===== config.mk =====
export PLATFORM = sky130hd
export DESIGN_NAME = serial_adder_controller
export DESIGN_NICKNAME = d
export VERILOG_FILES = /design/src/rtl/serial_adder_pkg.sv /design/src/rtl/serial_adder_controller_lsb_shift_register.sv /design/src/rtl/serial_adder_controller.sv
export SDC_FILE = /design/constraint.sdc
export NUM_CORES = 1
export LEC_CHECK = 0
export CAP_MARGIN = 10
export CORE_MARGIN = 10
export CORE_UTILIZATION = 55
export DETAILED_ROUTE_END_ITERATION = 7
export HOLD_SLACK_MARGIN = 0.08
export PLACE_DENSITY = 0.9
export REMOVE_ABC_BUFFERS = 1
export SYNTH_ARGS = -nofsm -noshare
export SYNTH_HDL_FRONTEND = slang
export SYNTH_SLANG_ARGS = --single-unit

===== constraint.sdc =====
create_clock -name clk -period 2.8 [get_ports clk]
set_input_delay 0.42 -clock clk [delete_from_list [all_inputs] [get_ports clk]]
set_output_delay 0.42 -clock clk [all_outputs]
set_load 0.02 [all_outputs]

===== src/rtl/serial_adder_pkg.sv =====
// Shared types and constants for the bit-serial adder sequencer.
//   state_t  : sequencer states (IDLE, ISSUE, WAIT, CAPTURE, DONE)
//   DEFAULT_WIDTH / DEFAULT_LATENCY : default operand width and adder latency
//   cnt_w()  : width of the internal bit-index and wait counters
package serial_adder_pkg;

  typedef enum logic [2:0] {
    IDLE    = 3'd0,
    ISSUE   = 3'd1,
    WAIT    = 3'd2,
    CAPTURE = 3'd3,
    DONE    = 3'd4
  } state_t;

  localparam int DEFAULT_WIDTH   = 8;
  localparam int DEFAULT_LATENCY = 8;

  // One counter width serves both the bit index (up to WIDTH-1) and the
  // wait timer (up to LATENCY-2); never narrower than one bit.
  function automatic int cnt_w(input int latency, input int width);
    int m;
    m = (latency > width) ? latency : width;
    return (m < 2) ? 1 : $clog2(m);
  endfunction

endpackage


===== src/rtl/serial_adder_controller_lsb_shift_register.sv =====
// WIDTH-bit shift register that shifts toward bit 0, with parallel load.
//   clk, rst  : clock, synchronous active-high reset (clears q)
//   load      : parallel load of load_val (has priority over shift)
//   shift_en  : shift right one place, serial_in enters the MSB
//   q         : register contents
module lsb_shift_register
  import serial_adder_pkg::*;
#(
  parameter int WIDTH = DEFAULT_WIDTH
) (
  input  logic             clk,
  input  logic             rst,
  input  logic             load,
  input  logic [WIDTH-1:0] load_val,
  input  logic             shift_en,
  input  logic             serial_in,
  output logic [WIDTH-1:0] q
);

  logic [WIDTH-1:0] shifted;

  // Built as shift-then-overwrite so WIDTH=1 needs no special case.
  always_comb begin
    shifted            = q >> 1;
    shifted[WIDTH-1]   = serial_in;
  end

  always_ff @(posedge clk) begin
    if (rst)           q <= '0;
    else if (load)     q <= load_val;
    else if (shift_en) q <= shifted;
  end

endmodule


===== src/rtl/serial_adder_controller.sv =====
// Bit-serial sequencer wrapping an external clocked 1-bit full adder.
// Accepts WIDTH-bit operands plus carry-in, issues one bit pair per pass
// (LSB first) with a one-cycle fa_strobe, waits LATENCY cycles, captures
// fa_sum/fa_cout, feeds the carry back and assembles the result.
//   clk, rst            : clock, synchronous active-high reset
//   in_valid/in_ready   : operand handshake; in_a, in_b, in_cin sampled on accept
//   out_valid/out_ready : result handshake; out_sum, out_cout held while pending
//   fa_a, fa_b, fa_cin  : bit pair and carry to the adder (held between strobes)
//   fa_strobe           : one-cycle clock enable to the adder
//   fa_sum, fa_cout     : adder outputs, valid LATENCY cycles after fa_strobe
//
// state   | meaning
// IDLE    | waiting for operands, in_ready=1
// ISSUE   | fa_strobe high for one bit, operand registers shift
// WAIT    | wait timer counting down adder latency
// CAPTURE | sample fa_sum/fa_cout, carry fed back
// DONE    | result presented until out_ready
module serial_adder_controller
  import serial_adder_pkg::*;
#(
  parameter int WIDTH   = DEFAULT_WIDTH,
  parameter int LATENCY = DEFAULT_LATENCY
) (
  input  logic             clk,
  input  logic             rst,
  input  logic             in_valid,
  output logic             in_ready,
  input  logic [WIDTH-1:0] in_a,
  input  logic [WIDTH-1:0] in_b,
  input  logic             in_cin,
  output logic             out_valid,
  input  logic             out_ready,
  output logic [WIDTH-1:0] out_sum,
  output logic             out_cout,
  output logic             fa_a,
  output logic             fa_b,
  output logic             fa_cin,
  output logic             fa_strobe,
  input  logic             fa_sum,
  input  logic             fa_cout
);

  localparam int CNT_W = cnt_w(LATENCY, WIDTH);
  localparam logic [CNT_W-1:0] WAIT_LOAD = CNT_W'((LATENCY > 1) ? LATENCY - 2 : 0);
  localparam logic [CNT_W-1:0] LAST_BIT  = CNT_W'(WIDTH - 1);

  state_t state, next_state;

  logic [CNT_W-1:0] wait_cnt;
  logic [CNT_W-1:0] bit_idx;
  logic             carry;
  logic [WIDTH-1:0] a_q, b_q, res_q;
  logic             accept, issue, capture;

  assign in_ready = (state == IDLE);
  assign accept   = in_ready && in_valid;
  assign issue    = (state == ISSUE);
  assign capture  = (state == CAPTURE);

  // Only bit 0 of the operand registers is ever read; the rest just
  // walks down into it.
  logic unused_sh;
  assign unused_sh = ^{a_q, b_q};

  always_ff @(posedge clk) begin
    if (rst) state <= IDLE;
    else     state <= next_state;
  end

  always_comb begin
    next_state = state;
    case (state)
      IDLE:    if (in_valid) next_state = ISSUE;
      ISSUE:   next_state = (LATENCY == 1) ? CAPTURE : WAIT;
      WAIT:    if (wait_cnt == '0) next_state = CAPTURE;
      CAPTURE: next_state = (bit_idx == LAST_BIT) ? DONE : ISSUE;
      DONE:    if (out_valid && out_ready) next_state = IDLE;
      default: next_state = IDLE;
    endcase
  end

  // The adder drive is registered: the bit for the upcoming ISSUE cycle is
  // taken from the inputs on accept, or from the already-shifted operand
  // registers and the fresh fa_cout on capture.
  always_ff @(posedge clk) begin
    if (rst) begin
      wait_cnt  <= '0;
      bit_idx   <= '0;
      carry     <= 1'b0;
      fa_a      <= 1'b0;
      fa_b      <= 1'b0;
      fa_cin    <= 1'b0;
      fa_strobe <= 1'b0;
      out_valid <= 1'b0;
      out_sum   <= '0;
      out_cout  <= 1'b0;
    end else begin
      fa_strobe <= (next_state == ISSUE);

      if (accept) begin
        bit_idx <= '0;
        carry   <= in_cin;
        fa_a    <= in_a[0];
        fa_b    <= in_b[0];
        fa_cin  <= in_cin;
      end

      if (issue)                wait_cnt <= WAIT_LOAD;
      else if (state == WAIT)   wait_cnt <= wait_cnt - 1'b1;

      if (capture) begin
        carry <= fa_cout;
        if (bit_idx != LAST_BIT) begin
          bit_idx <= bit_idx + 1'b1;
          fa_a    <= a_q[0];
          fa_b    <= b_q[0];
          fa_cin  <= fa_cout;
        end
      end

      // Result registers load on the first DONE cycle, then hold.
      if (state == DONE) begin
        if (!out_valid) begin
          out_valid <= 1'b1;
          out_sum   <= res_q;
          out_cout  <= carry;
        end else if (out_ready) begin
          out_valid <= 1'b0;
        end
      end
    end
  end

  lsb_shift_register #(.WIDTH(WIDTH)) a_sh (
    .clk(clk), .rst(rst), .load(accept), .load_val(in_a),
    .shift_en(issue), .serial_in(1'b0), .q(a_q)
  );

  lsb_shift_register #(.WIDTH(WIDTH)) b_sh (
    .clk(clk), .rst(rst), .load(accept), .load_val(in_b),
    .shift_en(issue), .serial_in(1'b0), .q(b_q)
  );

  lsb_shift_register #(.WIDTH(WIDTH)) res_sh (
    .clk(clk), .rst(rst), .load(accept), .load_val({WIDTH{1'b0}}),
    .shift_en(capture), .serial_in(fa_sum), .q(res_q)
  );

endmodule


==> results of run 1 <==
==> cells in the final DEF, fill, tap and decap left out, types with 2 or more instances in the layout <==
cell type        netlist  routed
a211oi_1               2       2
a21oi_1               28      28
a22oi_1               10      10
a311oi_1               3       3
a311oi_2               4       4
buf_4                  1       3
clkbuf_8               0       6
clkdlybuf4s50_1        0      37
dfxtp_1               48      48
ha_1                   4       4
inv_1                  5       5
mux2i_1                9       9
nand2_1               40      40
nand3_1               14      14
nor2_1                21      21
nor3_1                 2       2
nor3b_1                3       3
o21ai_0                2       2
==> synthesized netlist by cell type (all sizes together) (2+ instances only) <==
library cell  instances
nand3                14
inv                   5
a21oi                28
nor2                 21
nand2                40
a311oi                7
or4b                  2
ha                    4
nor3b                 4
a211oi                2
mux2i                 9
nor3                  2
dfxtp                48
buf                  14
a22oi                10
clkbuf                6
o21ai                 2
nor4b                 2
==> cell families (layout without fill, tap and decap cells) <==
family                     after synthesis  count (layout)  synth area share
AOI/OAI and AO/OA                       56              56             0.181
xor gates and xnor gates                 1               1           0.00413
adders and majority gates                4               4            0.0236
buffers and inverters                   25              53            0.0685
DFF                                     48              48             0.453
muxes                                    9               9            0.0425
and+or+nand+nor                         94              94             0.227
==> registers in the layout (all words and copies together) (netlist names) <==
register and cells:
fa_b 1, a_sh.q 8, state 3, res_sh.q 8
out_cout 1, fa_a 1, carry 1, bit_idx 3
out_sum 8, b_sh.q 8, out_valid 1, wait_cnt 3
fa_cin 1, fa_strobe 1
==> routing by layer <==
layer	part of all wire	vias to the layer above	track usage
met4	0.027	0	0.0884
li1	-	884	-
met1	0.40	837	0.167
met5	0	-	0
met3	0.049	11	0.0284
met2	0.52	40	0.270
==> power by group <==
group / internal (mW) / switching, mW / total (mW)
logic: 0.156 / 0.176 / 0.332
clock network: 0.201 / 0.221 / 0.422
registers: 0.741 / 0.0651 / 0.806
total: 1.10 / 0.462 / 1.56
==> worst max-delay path, delay by kind of cell (launching register included) <==
kind,cells,cell delay [ps]
buffers and inverters,1,670
DFF,1,550
and+or+nand+nor,1,390
==> layout make-up <==
class / count / area share
Multi-Input combinational cell: 164 / 0.399
Sequential cell: 48 / 0.378
Timing Repair Buffer: 40 / 0.155
Clock buffer: 7 / 0.0340
Tap cell: 48 / 0.0236
Inverter: 5 / 0.00739
Clock inverter: 1 / 0.00296
==> path summary, 6_finish.rpt <==
kind	end	slack, ps	depth (start not counted)
worst max-delay path	in_ready	470	2
worst min-delay path	out_sum[4]$_SDFFE_PP0P_	460	2
worst max register to register	res_sh.q[5]$_SDFFE_PP0P_	880	3
worst min register to register	out_sum[4]$_SDFFE_PP0P_	460	2
==> through the flow <==
stage	util	hold WS, ps	total power [mW]	instance area [um2]	setup slack (ps)
global route	0.689	492	1.64	2540	395
CTS	0.689	465	1.57	2540	472
global placement	0.663	440	1.13	2450	741
finish	0.689	464	1.56	2540	472
floorplan	-	425	1.02	1990	1100
detailed placement	0.663	449	1.15	2450	668
==> out/metrics.yaml, run 1 <==
grt:
  antenna_found_initial: 0
  grt_use_total: 0.153
  grt_pass1_wl_um: 8050
  first_global_vias: 1765
  grt_overflow: 0
  grt_max_degree: 28
place:
  dp_hpwl_um: 3220
  io_buffers: 37
  gp_congestion: 0.775
  dp_cells: 305
sta:
  slew_violations: 0
  tns_ps: 0
  fin_crit_ps: 2330
  fmax_mhz: 429
  skew_ps: 8.68
  tightest_slew_ps: 824
  slew_headroom: 0.449
  setup_viol: 0
  hold_viol: 0
  period_share: 0.832
  rsz0062_at_grt: "false"
floorplan:
  rows: 22
  die_w_um: 82.1
  die_y_um: 82.1
  ios: 38
  core_area_mm2: 0.00369
  start_util: 0.575
  fp.dieArea_mm2: 0.00674
logic_synthesis:
  ys_warn_count: 0
  netlist_instances: 237
  async_flop_share: 0
  ys_types: 41
  synth_edf_count: 0
  syn_area_per_cell_um2: 8.94
  synth_area_leader_cell: "dfxtp_1"
  yosys.area.top_type_share: 0.453
  synth.ff_latch_count: 48
  synthTopCellsByArea: "dfxtp_1, nand2_1, a21oi_1"
  syn_area_mm2: 0.00212
  seq_area_frac_synth: 0.453
  synth_ff_type: "dfxtp_1"
finish:
  multi_input_area_mm2: 0.00101
  nFillCells: 310
  nets: 291
  syn_to_final_growth_pct: 19.8
  drive_gt1_frac: 0.0792
  antenna_cells: 0
  fin_cells: 313
  register_area_um2: 961
clock_network:
  clk_pin_slew_ps: 80
  clock_path_buffers: 2
  cts_tree: "done"
  clk_latency_ps: 300
  cts_num_sinks: 48
  cts_root_buffer: "clkbuf_8"
  post-cts-setup-buffer-count: 0
  htree_num_levels: 2
  cts_resized: 0
  cts_inserted_buffers: 5
  hold_buffers: 0
worst_setup_path:
  worst_ep_arrival_time_ps: 1910
  max_stage_delay_ps: 670
  crit_path_end_kind: "primary output"
  slowest_stage: "clkdlybuf4s50_1"
  startpoint: "state[1]$_SDFF_PP0_"
  crit_required_ps: 2380
  r2r_start: "state[1]$_SDFF_PP0_"
  start_kind: "flip-flop"
  path_cells: "nor3_1 -> clkdlybuf4s50_1"
  path_class: "reg2out"
  crit_fanout: 22
detailed_routing:
  wirelength_um: 4690
  antenna_left: 0
  drt_pass1_iterations: 4
  vias: 1772
  drc: 0
  wl_per_cell_um: 15.0
  viasPerCell: 5.66
  drt_iter0_drc: 88
status:
  status: "complete, no violations"
power:
  leakage_nw: 0.934
  p_per_area_mw_per_mm2: 614
  peakVddDrop_mv: 0.336
job:
  maxCapViolCount: 0
worst_hold_path:
  hold_path.class: "reg2reg"
  min_from: "out_sum[4]$_SDFFE_PP0P_"
Note: power is estimated with default switching activity, not from simulation.
==> run 2, diff against run 1 <==
CORE_UTILIZATION = 52   (was 55)
PLACE_DENSITY = 0.86   (was 0.9)
clock period = 2.3 ns   (was 2.8 ns; I/O delays follow)
==> out/metrics.yaml, run 2 (synthesis results as in run 1) <==
sta:
  tns_ps: 0  # unchanged
  rsz0062_at_grt: "false"
  hold_viol: 0  # unchanged
  tightest_slew_ps: 580  # -245 ps
  slew_headroom: 0.613  # +0.164
  slew_violations: 0  # unchanged
  fin_crit_ps: 1990
  fin_ws_ps: 308  # -164 ps
  skew_ps: 8.11  # -0.569 ps
  period_share: 0.866
  setup_viol: 0  # unchanged
  fmax_mhz: 502
grt:
  first_global_vias: 1717  # -2.7%
  antenna_found_initial: 0  # unchanged
  use_met2: 0.220  # -0.0509
  grt.busiest_layer: "met2"
  use_met3: 0.0410  # +0.0126
  use_met1: 0.145  # -0.0216
  grt_pass1_wl_um: 7710  # -4.2%
  grt_use_total: 0.129  # -0.0237
  grt_max_degree: 28  # unchanged
  grt_overflow: 0  # unchanged
worst_setup_path:
  crit_fanout: 18  # -18%
  crit_required_ps: 1960  # -420 ps
  path_cells: "nor3_1 -> clkdlybuf4s50_1"
  max_stage_delay_ps: 700  # +30 ps
  worst_ep_arrival_time_ps: 1650  # -260 ps
  start_kind: "flip-flop"
  slowest_stage: "dfxtp_1"
  crit_path_end_kind: "primary output"
  path_class: "reg2out"
worst_hold_path:
  hold_path.class: "reg2reg"
power:
  finalPower_mw: 1.90  # +22%
  p_per_area_mw_per_mm2: 738  # +20%
  peakVddDrop_mv: 0.326  # -2.9%
  leakage_nw: 0.963  # +3.1%
finish:
  fin_cells: 320  # +2.2%
  syn_to_final_growth_pct: 21.6
  final_cell_mix: "dfxtp_1, nand2_1, clkdlybuf4s50_1"
  antenna_cells: 0  # unchanged
  final_common_cell: "dfxtp_1"
  stdcell_area_mm2: 0.00258  # +1.5%
  nets: 296  # +1.7%
  multi_input_area_mm2: 0.00101  # unchanged
  register_area_um2: 961  # unchanged
  nFillCells: 332  # +7.1%
  drive_gt1_frac: 0.100  # +0.0208
place:
  io_buffers: 37  # unchanged
  postPlaceCellArea_mm2: 0.00249  # +1.6%
  dp_hpwl_um: 3190  # -1.2%
  gp_congestion: 0.762  # -1.7%
  dp_cells: 312  # +2.3%
  pre_cts_slack_ps: 283  # -385 ps
clock_network:
  cts_num_sinks: 48  # unchanged
  post-cts-setup-buffer-count: 0  # unchanged
  htree_num_levels: 2  # unchanged
  clock_path_buffers: 2  # unchanged
  cts_resized: 0  # unchanged
  cts_root_buffer: "clkbuf_8"
  hold_buffers: 0  # unchanged
  cts_tree: "done"
  cts_inserted_buffers: 5  # unchanged
  clk_latency_ps: 300  # about the same
  clk_pin_slew_ps: 90  # about the same
detailed_routing:
  drc: 0  # unchanged
  vias: 1767  # -0.28%
  antenna_left: 0  # unchanged
  wl_per_cell_um: 14.1  # -6.1%
  viasPerCell: 5.52  # -2.5%
  drt_iter0_drc: 92  # +4.5%
  drt_pass1_iterations: 4  # unchanged
  wirelength_um: 4500  # -4.0%
status:
  status: "complete, no violations"
floorplan:
  core_area_mm2: 0.00397  # +7.7%
  fp.dieArea_mm2: 0.00703  # +4.3%
  ios: 38  # unchanged
  die_w_um: 83.8  # +2.2%
  start_util: 0.534  # -0.0409
  rows: 23  # +4.5%
  die_y_um: 83.8  # +2.2%
job:
  maxCapViolCount: 0  # unchanged
==> run 2: cell count changes in the layout (fill, tap and decap cells not counted), sizes merged <==
cell and delta:
clkbuf -2, inv +1, clkinvlp -1, clkinv +2, buf +5
==> run 2: area by class of cell <==
| class | instances | share of cell area |
|---|---|---|
| Clock buffer | 5 | 0.0267 |
| Clock inverter | 3 | 0.00874 |
| Inverter | 5 | 0.00728 |
| Multi-Input combinational cell | 164 | 0.393 |
| Sequential cell | 48 | 0.373 |
| Tap cell | 50 | 0.0243 |
| Timing Repair Buffer | 45 | 0.167 |
==> run 2: routing by layer <==
layer,part of all wire,up-vias
li1,-,892
met1,0.44,837
met2,0.51,30
met3,0.033,8
met4,0.020,0
met5,0,-
==> run 2: per-stage QoR <==
| stage | util | hold slack [ps] |
|---|---|---|
| floorplan | - | 413 |
| global placement | 0.626 | 444 |
| detailed placement | 0.626 | 447 |
| CTS | 0.649 | 460 |
| global route | 0.649 | 482 |
| finish | 0.649 | 458 |
==> run 2: path summary, 6_finish.rpt <==
check	slack (ps)	depth (start not counted)	from	to
setup reg to reg	570	3	state[2]$_SDFF_PP0_	res_sh.q[2]$_SDFFE_PP0P_
hold / removal	460	2	out_sum[4]$_SDFFE_PP0P_	out_sum[4]$_SDFFE_PP0P_
setup / recovery	310	2	state[2]$_SDFF_PP0_	in_ready
hold reg to reg	460	2	out_sum[4]$_SDFFE_PP0P_	out_sum[4]$_SDFFE_PP0P_
==> run 2: worst max-delay path: cells and delay by family, from the launching register on <==
family	cells	cell delay (ps)
buffers and inverters	1	560
flip-flops	1	700
AND/OR/NAND/NOR	1	90
==> run 2: power breakdown <==
group          total (mW)  switching (mW)  leakage (nW)  internal [mW]
clock               0.509           0.291        0.0485          0.218
sequential          0.961          0.0592         0.391          0.902
combinational       0.431           0.229         0.523          0.203
total                1.90           0.579         0.963           1.32
==> run 3, diff against run 2 <==
CORE_UTILIZATION = 54   (was 52)
CTS_BUF_LIST = sky130_fd_sc_hd__clkbuf_2 sky130_fd_sc_hd__clkbuf_4 sky130_fd_sc_hd__clkbuf_8   (was unset)
PLACE_DENSITY = 0.89   (was 0.86)
==> out/metrics.yaml, run 3 (synthesis results as in run 1) <==
status:
  status: "complete, no violations"
sta:
  fmax_mhz: 470  # -6.4%
  slew_headroom: 0.518  # -0.0950
  fin_crit_ps: 2130  # +137 ps
  slew_violations: 0  # unchanged
  skew_ps: 9.26  # +1.15 ps
  rsz0062_at_grt: "false"
  setup_viol: 0  # unchanged
  period_share: 0.925  # +0.0594
  tightest_slew_ps: 722  # +142 ps
  tns_ps: 0  # unchanged
  hold_viol: 0  # unchanged
detailed_routing:
  wl_per_cell_um: 14.1  # about the same
  top_layer: "met4"
  viasPerCell: 5.57  # +0.86%
  met3_length_um: 241  # +64%
  wl_met2_um: 2290  # -0.65%
  drt_iter0_drc: 156  # +70%
  wirelength_um: 4480  # -0.60%
  drc: 0  # unchanged
  drt_pass1_iterations: 4  # unchanged
  wl_met1_um: 1860  # -5.3%
  vias: 1771  # +0.23%
  antenna_left: 0  # unchanged
worst_setup_path:
  r2r_cells: 3  # unchanged
  worst_ep_arrival_time_ps: 1780  # +130 ps
  start_kind: "flip-flop"
  crit_required_ps: 1960  # about the same
  path_class: "reg2out"
  max_stage_delay_ps: 800  # +100 ps
  crit_path_end_kind: "primary output"
  slowest_stage: "dfxtp_1"
  crit_fanout: 22  # +4
  path_cells: "nor3_1 -> clkdlybuf4s50_1"
finish:
  drive_gt1_frac: 0.100  # unchanged
  final_cell_mix: "dfxtp_1, nand2_1, clkdlybuf4s50_1"
  nFillCells: 314  # -5.4%
  syn_to_final_growth_pct: 21.5  # about the same
  nets: 296  # unchanged
  antenna_cells: 0  # unchanged
  final_common_cell: "dfxtp_1"
  fin_cells: 318  # -0.63%
worst_hold_path:
  hold_path.class: "reg2reg"
  holdPathStages: 2  # unchanged
power:
  peakVddDrop_mv: 0.567  # +74%
  p_per_area_mw_per_mm2: 737  # about the same
  finalPower_mw: 1.90  # -0.14%
  leakage_nw: 0.964  # about the same
floorplan:
  die_y_um: 82.7  # -1.4%
  core_area_mm2: 0.00372  # -6.4%
  die_w_um: 82.7  # -1.4%
  rows: 22  # -4.3%
  fp.dieArea_mm2: 0.00683  # -2.8%
  start_util: 0.570  # +0.0367
  ios: 38  # unchanged
clock_network:
  clock_path_buffers: 2  # unchanged
  clk_latency_ps: 300  # about the same
  cts_resized: 0  # unchanged
  cts_num_sinks: 48  # unchanged
  cts_tree: "done"
  clk_pin_slew_ps: 90  # about the same
  cts_root_buffer: "clkbuf_8"
  htree_num_levels: 2  # unchanged
  hold_buffers: 0  # unchanged
  cts_inserted_buffers: 5  # unchanged
  post-cts-setup-buffer-count: 0  # unchanged
grt:
  antenna_found_initial: 0  # unchanged
  first_global_vias: 1726  # +0.52%
  grt_use_total: 0.140  # +0.0113
  grt_overflow: 0  # unchanged
  grt_max_degree: 28  # unchanged
  grt_pass1_wl_um: 7650  # -0.71%
job:
  maxCapViolCount: 0  # unchanged
place:
  dp_cells: 310  # -0.64%
  dp_hpwl_um: 3240  # +1.9%
  gp_congestion: 0.767  # +0.77%
  io_buffers: 37  # unchanged
-- run 3: cell count changes in the layout (fill, tap and decap cells not counted), sizes merged --
| cell | before | now |
|---|---|---|
| clkbuf | 5 | 7 |
| clkinv | 2 | 1 |
| inv | 6 | 5 |
-- run 3: layout make-up --
| cell class | count | area, um2 | share of cell area |
|---|---|---|---|
| clock buffer | 7 | 83.8 | 0.0325 |
| sequential | 48 | 961 | 0.373 |
| timing repair buffer | 45 | 430 | 0.167 |
| clock inverter | 1 | 8.76 | 0.00340 |
| multi-input combinational | 164 | 1010 | 0.393 |
| tap | 48 | 60.1 | 0.0233 |
| inverter | 5 | 18.8 | 0.00729 |
-- run 3: worst paths after layout --
kind                                         startpoint                  endpoint  slack, ps
worst max-delay path                state[1]$_SDFF_PP0_                  in_ready        170
worst min-delay path            out_sum[4]$_SDFFE_PP0P_   out_sum[4]$_SDFFE_PP0P_        460
worst max register to register      state[1]$_SDFF_PP0_  res_sh.q[6]$_SDFFE_PP0P_        470
worst min register to register  out_sum[4]$_SDFFE_PP0P_   out_sum[4]$_SDFFE_PP0P_        460
-- run 3: per-stage QoR --
stage | instance area, um2 | setup WS, ps | hold WS [ps] | util
after detailed placement | 2480 | 304 | 448 | 0.668
after global placement | 2480 | 338 | 446 | 0.668
after CTS | 2580 | 168 | 460 | 0.693
after floorplan | 1990 | 598 | 413 | -
final | 2580 | 172 | 458 | 0.693
after global routing | 2580 | 67.4 | 486 | 0.693
-- run 3: routing by layer --
| metal | vias to the layer above | global-route usage |
|---|---|---|
| li1 | 895 | - |
| met1 | 827 | 0.158 |
| met2 | 42 | 0.242 |
| met3 | 7 | 0.0324 |
| met4 | 0 | 0.0702 |
| met5 | - | 0 |
-- run 3: power breakdown --
| part | switching, mW | internal, mW | total (mW) |
|---|---|---|---|
| Clock | 0.273 | 0.241 | 0.514 |
| Combinational | 0.217 | 0.198 | 0.415 |
| Sequential | 0.0675 | 0.902 | 0.969 |
-- run 3: critical path, delay by kind of cell, from the launching register on --
| kind | cells | cell delay, ps |
|---|---|---|
| buf+inv | 1 | 570 |
| flops | 1 | 800 |
| simple gates | 1 | 110 |
